==> config.mk <==
export PLATFORM = sky130hd
export DESIGN_NAME = exec_div_seq
export DESIGN_NICKNAME = d
export VERILOG_FILES = /design/src/rtl/exec_div_seq.sv
export SDC_FILE = /design/constraint.sdc
export NUM_CORES = 1
export LEC_CHECK = 0
export CAP_MARGIN = 10
export CORE_MARGIN = 5
export CORE_UTILIZATION = 30
export CTS_CLUSTER_DIAMETER = 50
export DETAILED_ROUTE_END_ITERATION = 8
export GPL_ROUTABILITY_DRIVEN = 0
export PLACE_DENSITY = 0.51
export SLEW_MARGIN = 20
export SYNTH_ARGS = -nofsm -noshare
export SYNTH_HDL_FRONTEND = slang
export SYNTH_SLANG_ARGS = --single-unit
==> constraint.sdc <==
create_clock -name i_clk -period 5.6 [get_ports i_clk]
set_input_delay 1.12 -clock i_clk [delete_from_list [all_inputs] [get_ports i_clk]]
set_output_delay 1.12 -clock i_clk [all_outputs]
set_load 0.005 [all_outputs]
==> src/rtl/exec_div_seq.sv <==
// exec_div_seq: multi-cycle RV64M divide/remainder sequencer for the execute stage.
// It runs a radix-2 restoring divider, one quotient bit per cycle. The execute stage
// is stalled while the divide runs. The result is presented for one cycle (o_done).
//
// Ports:
//   i_clk        clock, rising edge
//   i_arst       asynchronous active-low reset
//   i_start      request valid, sampled only in IDLE
//   i_div_op     00 DIV, 01 DIVU, 10 REM, 11 REMU
//   i_word       1 = W form (low DATA_WIDTH/2 bits, result sign-extended)
//   i_src_1      dividend
//   i_src_2      divisor
//   i_flush      abort the current operation
//   o_stall_exec hold the execute stage and earlier stages
//   o_busy       sequencer not IDLE
//   o_done       one-cycle pulse, o_result valid
//   o_result     quotient or remainder (registered)
module exec_div_seq #(
    parameter int DATA_WIDTH = 64
) (
    input  logic                  i_clk,
    input  logic                  i_arst,
    input  logic                  i_start,
    input  logic [1:0]            i_div_op,
    input  logic                  i_word,
    input  logic [DATA_WIDTH-1:0] i_src_1,
    input  logic [DATA_WIDTH-1:0] i_src_2,
    input  logic                  i_flush,
    output logic                  o_stall_exec,
    output logic                  o_busy,
    output logic                  o_done,
    output logic [DATA_WIDTH-1:0] o_result
);

    localparam int HALF  = DATA_WIDTH / 2;
    localparam int CNT_W = $clog2(DATA_WIDTH);

    localparam logic [2:0] S_IDLE = 3'd0;
    localparam logic [2:0] S_PREP = 3'd1;
    localparam logic [2:0] S_ITER = 3'd2;
    localparam logic [2:0] S_FIX  = 3'd3;
    localparam logic [2:0] S_DONE = 3'd4;

    // W forms sign-extend bit HALF-1 of the result, unsigned ones included.
    function automatic logic [DATA_WIDTH-1:0] fit(input logic [DATA_WIDTH-1:0] v,
                                                  input logic w);
        return w ? {{HALF{v[HALF-1]}}, v[HALF-1:0]} : v;
    endfunction

    function automatic logic [DATA_WIDTH-1:0] neg_if(input logic [DATA_WIDTH-1:0] v,
                                                     input logic n);
        return n ? -v : v;
    endfunction

    logic [2:0]            state;
    logic [CNT_W-1:0]      cnt;
    logic [1:0]            op;
    logic                  is_word;

    logic [DATA_WIDTH-1:0] src_a;
    logic [DATA_WIDTH-1:0] src_b;   // raw divisor until PREP, then its magnitude
    logic [DATA_WIDTH-1:0] rem;
    logic [DATA_WIDTH-1:0] quo;
    logic                  neg_q;
    logic                  neg_r;

    logic                  signed_op;
    logic [DATA_WIDTH-1:0] a_ext;
    logic [DATA_WIDTH-1:0] b_ext;
    logic                  a_neg;
    logic                  b_neg;
    logic [DATA_WIDTH-1:0] mag_a;
    logic [DATA_WIDTH-1:0] mag_b;
    logic [DATA_WIDTH-1:0] min_val;
    logic                  div_zero;
    logic                  overflow;
    logic [DATA_WIDTH-1:0] special_res;
    logic [DATA_WIDTH-1:0] fix_res;
    logic [DATA_WIDTH:0]   shifted;
    logic [DATA_WIDTH:0]   trial;
    logic                  trial_ok;

    // Operands are widened to DATA_WIDTH first (sign- or zero-extended for W forms),
    // so one set of full-width checks covers both operand sizes.
    always_comb begin
        signed_op   = ~op[0];
        a_ext       = is_word ? {{HALF{signed_op & src_a[HALF-1]}}, src_a[HALF-1:0]} : src_a;
        b_ext       = is_word ? {{HALF{signed_op & src_b[HALF-1]}}, src_b[HALF-1:0]} : src_b;
        a_neg       = signed_op & a_ext[DATA_WIDTH-1];
        b_neg       = signed_op & b_ext[DATA_WIDTH-1];
        mag_a       = neg_if(a_ext, a_neg);
        mag_b       = neg_if(b_ext, b_neg);
        min_val     = is_word ? {{(HALF+1){1'b1}}, {(HALF-1){1'b0}}}
                              : {1'b1, {(DATA_WIDTH-1){1'b0}}};
        div_zero    = (b_ext == '0);
        overflow    = signed_op & (a_ext == min_val) & (b_ext == '1);
        special_res = fit(op[1] ? (div_zero ? a_ext : '0) : (div_zero ? '1 : a_ext), is_word);
        fix_res     = fit(op[1] ? neg_if(rem, neg_r) : neg_if(quo, neg_q), is_word);
        shifted     = {rem, quo[DATA_WIDTH-1]};
        trial       = shifted - {1'b0, src_b};
        trial_ok    = ~trial[DATA_WIDTH];
    end

    always_ff @(posedge i_clk or negedge i_arst) begin
        if (!i_arst) begin
            state    <= S_IDLE;
            cnt      <= '0;
            op       <= '0;
            is_word  <= 1'b0;
            o_result <= '0;
        end else if (i_flush) begin
            state <= S_IDLE;
        end else begin
            case (state)
                S_IDLE: if (i_start) begin
                    op      <= i_div_op;
                    is_word <= i_word;
                    state   <= S_PREP;
                end
                S_PREP: if (div_zero | overflow) begin
                    o_result <= special_res;
                    state    <= S_DONE;
                end else begin
                    cnt   <= is_word ? CNT_W'(HALF - 1) : CNT_W'(DATA_WIDTH - 1);
                    state <= S_ITER;
                end
                S_ITER: if (cnt == '0) state <= S_FIX;
                        else           cnt   <= cnt - 1'b1;
                S_FIX: begin
                    o_result <= fix_res;
                    state    <= S_DONE;
                end
                default: state <= S_IDLE;
            endcase
        end
    end

    // Datapath registers carry no reset; they are always reloaded before use.
    // W-form dividends are left-aligned in quo so the shift loop is width-agnostic:
    // after HALF steps the quotient sits in the low half and the high half is zero.
    always_ff @(posedge i_clk) begin
        case (state)
            S_IDLE: if (i_start) begin
                src_a <= i_src_1;
                src_b <= i_src_2;
            end
            S_PREP: begin
                quo   <= is_word ? {mag_a[HALF-1:0], {HALF{1'b0}}} : mag_a;
                src_b <= mag_b;
                rem   <= '0;
                neg_q <= a_neg ^ b_neg;
                neg_r <= a_neg;
            end
            S_ITER: begin
                rem <= trial_ok ? trial[DATA_WIDTH-1:0] : shifted[DATA_WIDTH-1:0];
                quo <= {quo[DATA_WIDTH-2:0], trial_ok};
            end
            default: ;
        endcase
    end

    assign o_busy       = (state != S_IDLE);
    assign o_done       = (state == S_DONE) & ~i_flush;
    assign o_stall_exec = i_arst & (((state == S_IDLE) & i_start & ~i_flush) |
                                    (state == S_PREP) | (state == S_ITER) | (state == S_FIX));

endmodule
==> impl_metrics.toml <==
[run_status]
status = "complete, no violations"

[synth]
synth-compound-area-share_pct = 25.00
synthXorXnorAreaFrac_pct = 9.924
synth_top_cell_by_area = "edfxtp_1"
synth_area_per_cell_sq_um = 8.583
yosysUniqueCellTypes = 80
synth_edf_count = 258
synthMuxAreaShare_pct = 0.9485
synthSimpleGateAreaFrac_pct = 17.78
synthTopCellsByArea = "edfxtp_1, dfrtp_1, o21ai_0"
yosysSeqAreaShare_pct = 38.10
ys_ff_latch = 334
syn_nets = 3158
yosysWarnings = 0
syn_area_sq_um = 25330
synth_top_family_by_area = "compound AO/OA/AOI/OAI gates"
synthDominantCellAreaShare_pct = 30.59
synthAdderAreaFrac_pct = 3.626
synthCells = 2951
synth_ff_type = "edfxtp_1"
ys_async_sr_fraction_pct = 22.75

[sta]
final-max-slew-violation-count = 0
finClkSkew_ns = 0.03664
max_freq_mhz = 201.8
max_slew_margin_pct = 29.05
setup_tns_ns = 0
finalHoldViolations = 0
rsz0062_at_grt = "false"
tightestPinTransition_ns = 1.054
finalCritPeriodShare_pct = 88.47
setup_slack_ns = 0.6457
setup_viol = 0
min_period_ns = 4.954

[finish]
mostFrequentLayoutCells = "o21ai_0, nand2_1, a21oi_1"
final_nets = 3267
fin_util_pct = 36.45
antennaDiodeCount = 0
drive_above_1_share_pct = 6.823
area_delta_synth_final_pct = 20.44
final_common_cell = "o21ai_0"

[grt]
grt_use_total_pct = 21.45
overflow = 0
met3_usage_pct = 3.035
grt_max_degree = 129
use_met1_pct = 30.25
grt_pass1_wl_mm = 150.2
grt-busiest-layer = "met2"
use_met2_pct = 34.17
antenna_found_initial = 0
grt_pass1_vias = 22850

[power]
powerDensity_nw_per_um2 = 387.2
leakagePower_nw = 11.17
ir_drop_mv = 0.2190

[clock_tree]
cts_buffer_depth = 3
htree_levels = 2
cts-hold-fix-buffers = 0
root_buffer = "clkbuf_16"
cts_tree = "yes"
cts.sinks = 334
cts_buffers = 56
clk_latency_ns = 0.63
clk_pin_slew_worst_paths_ns = 0.06
post_cts_resized = 0
post_cts_buffers = 0

[route]
drcViolationCount = 0
first_pass_iters = 5
wl_per_cell_um = 23.84
via_per_inst = 5.643
ant_nets = 0
initialDrtViolationCount = 2269
drt-total-wl_mm = 101.1
dr_total_vias = 23930

[setup_path]
start_kind = "flop"
worstRegToRegCells = 14
r2r_end = "rem[62]$_SDFFCE_PN0P_"
rr_startpoint = "quo[63]$_DFFE_PP_"
path_max_fanout = 23
end_kind = "flop"
critical_path_class = "reg -> reg"
r2r_slack_ns = 0.65
cp_data_required_time_ns = 5.93
critPathArrivalTime_ns = 5.29

[die]
die-height_um = 300.6
die-area_sq_um = 90340
pin_count = 202
design.core.area_sq_um = 83690
initial_utilization_pct = 30.26
rows = 106
dieWidth_um = 300.6

[job]
cap_violations = 0

[hold_path]
hp-class = "in -> async"

[placement]
place_hpwl_mm = 75.00
io_buffer_count = 201
place_ws_ns = 0.7438
==> layer usage <==
metal	part of all wire, %	vias up
li1	-	11270
met1	45	11570
met2	45	920
met3	6.5	174
met4	3.3	0
met5	0	-
==> registers in the layout, summed over array words and instances, names as in the netlist <==
| register | cells |
|---|---|
| neg_r | 1 |
| src_a | 64 |
| op | 2 |
| src_b | 64 |
| state | 3 |
| cnt | 6 |
| o_result | 64 |
| is_word | 1 |
| quo | 64 |
| rem | 64 |
| neg_q | 1 |
==> critical path, cell delays in order (launching register included) <==
cell and delay, ns:
edfxtp_1 0.36, inv_1 0.10, ha_1 0.24, fa_1 0.39, nand2b_1 0.22, a211oi_1 0.35
o2111a_1 0.33, a21oi_1 0.15, nor4_1 0.27, buf_4 0.18, o211ai_1 0.18, a211o_1 0.48
o2111a_2 0.50, o31ai_1 0.69, o22ai_1 0.22
==> power breakdown <==
part           switching, W  internal, W  total, W
registers          0.000596      0.00322   0.00381
clock network       0.00140      0.00230   0.00371
logic               0.00262      0.00167   0.00429
total               0.00462      0.00719    0.0118
==> cell families after synthesis <==
family          after synthesis
compound gates             1014
simple gates                915
flops                       334
buf+inv                     305
xor+xnor                    287
fa+ha+maj                    73
mux                          23
==> cell usage after synthesis, types with 28 or more instances <==
cell	instances
o21ai_0	328
nand2_1	308
a21oi_1	265
edfxtp_1	258
nor2_1	182
clkbuf_1	167
xor2_1	159
xnor2_1	128
inv_1	102
o31ai_1	102
nand4_1	92
nor3_1	82
dfrtp_1	76
ha_1	71
a21o_1	56
nor4_1	43
or3_1	41
o211ai_1	34
a221oi_1	29
nand3_1	29
or4_1	28
==> metrics by stage <==
stage               hold slack (ns)  instances  total power (W)  cell area, sq um
floorplan                    0.4628       2951         0.006413             25330
global placement             0.4511       4136         0.008104             28520
CTS                          0.4331       4241          0.01185             30500
finish                       0.4390       4241          0.01181             30500
detailed placement           0.4651       4136         0.008086             28520
global route                 0.4633       4241          0.01241             30500
==> cell type report <==
cell class / instances / area (sq um)
clock inverter: 44 / 539.3
sequential: 334 / 9654
tap: 1134 / 1419
inverter: 104 / 390.4
timing repair buffer: 252 / 2455
multi-input combinational: 2312 / 14610
clock buffer: 61 / 1441
fill: 8629 / 53180
==> worst max path at each step <==
stage / depth (start not counted) / slack (ns) / startpoint / endpoint
finish: 14 / 0.65 / quo[63]$_DFFE_PP_ / rem[62]$_SDFFCE_PN0P_
global route: 14 / 0.47 / quo[63]$_DFFE_PP_ / rem[62]$_SDFFCE_PN0P_
CTS: 14 / 0.70 / quo[63]$_DFFE_PP_ / rem[62]$_SDFFCE_PN0P_
detailed placement: 14 / 0.74 / quo[63]$_DFFE_PP_ / rem[62]$_SDFFCE_PN0P_
global placement: 11 / 0.92 / src_b[16]$_DFFE_PP_ / o_result[41]$_DFFE_PN0P_
floorplan: 7 / 0.78 / state[0]$_DFFE_PN0P_ / cnt[5]$_DFFE_PN0P_
(Power assumes the default switching activity.)
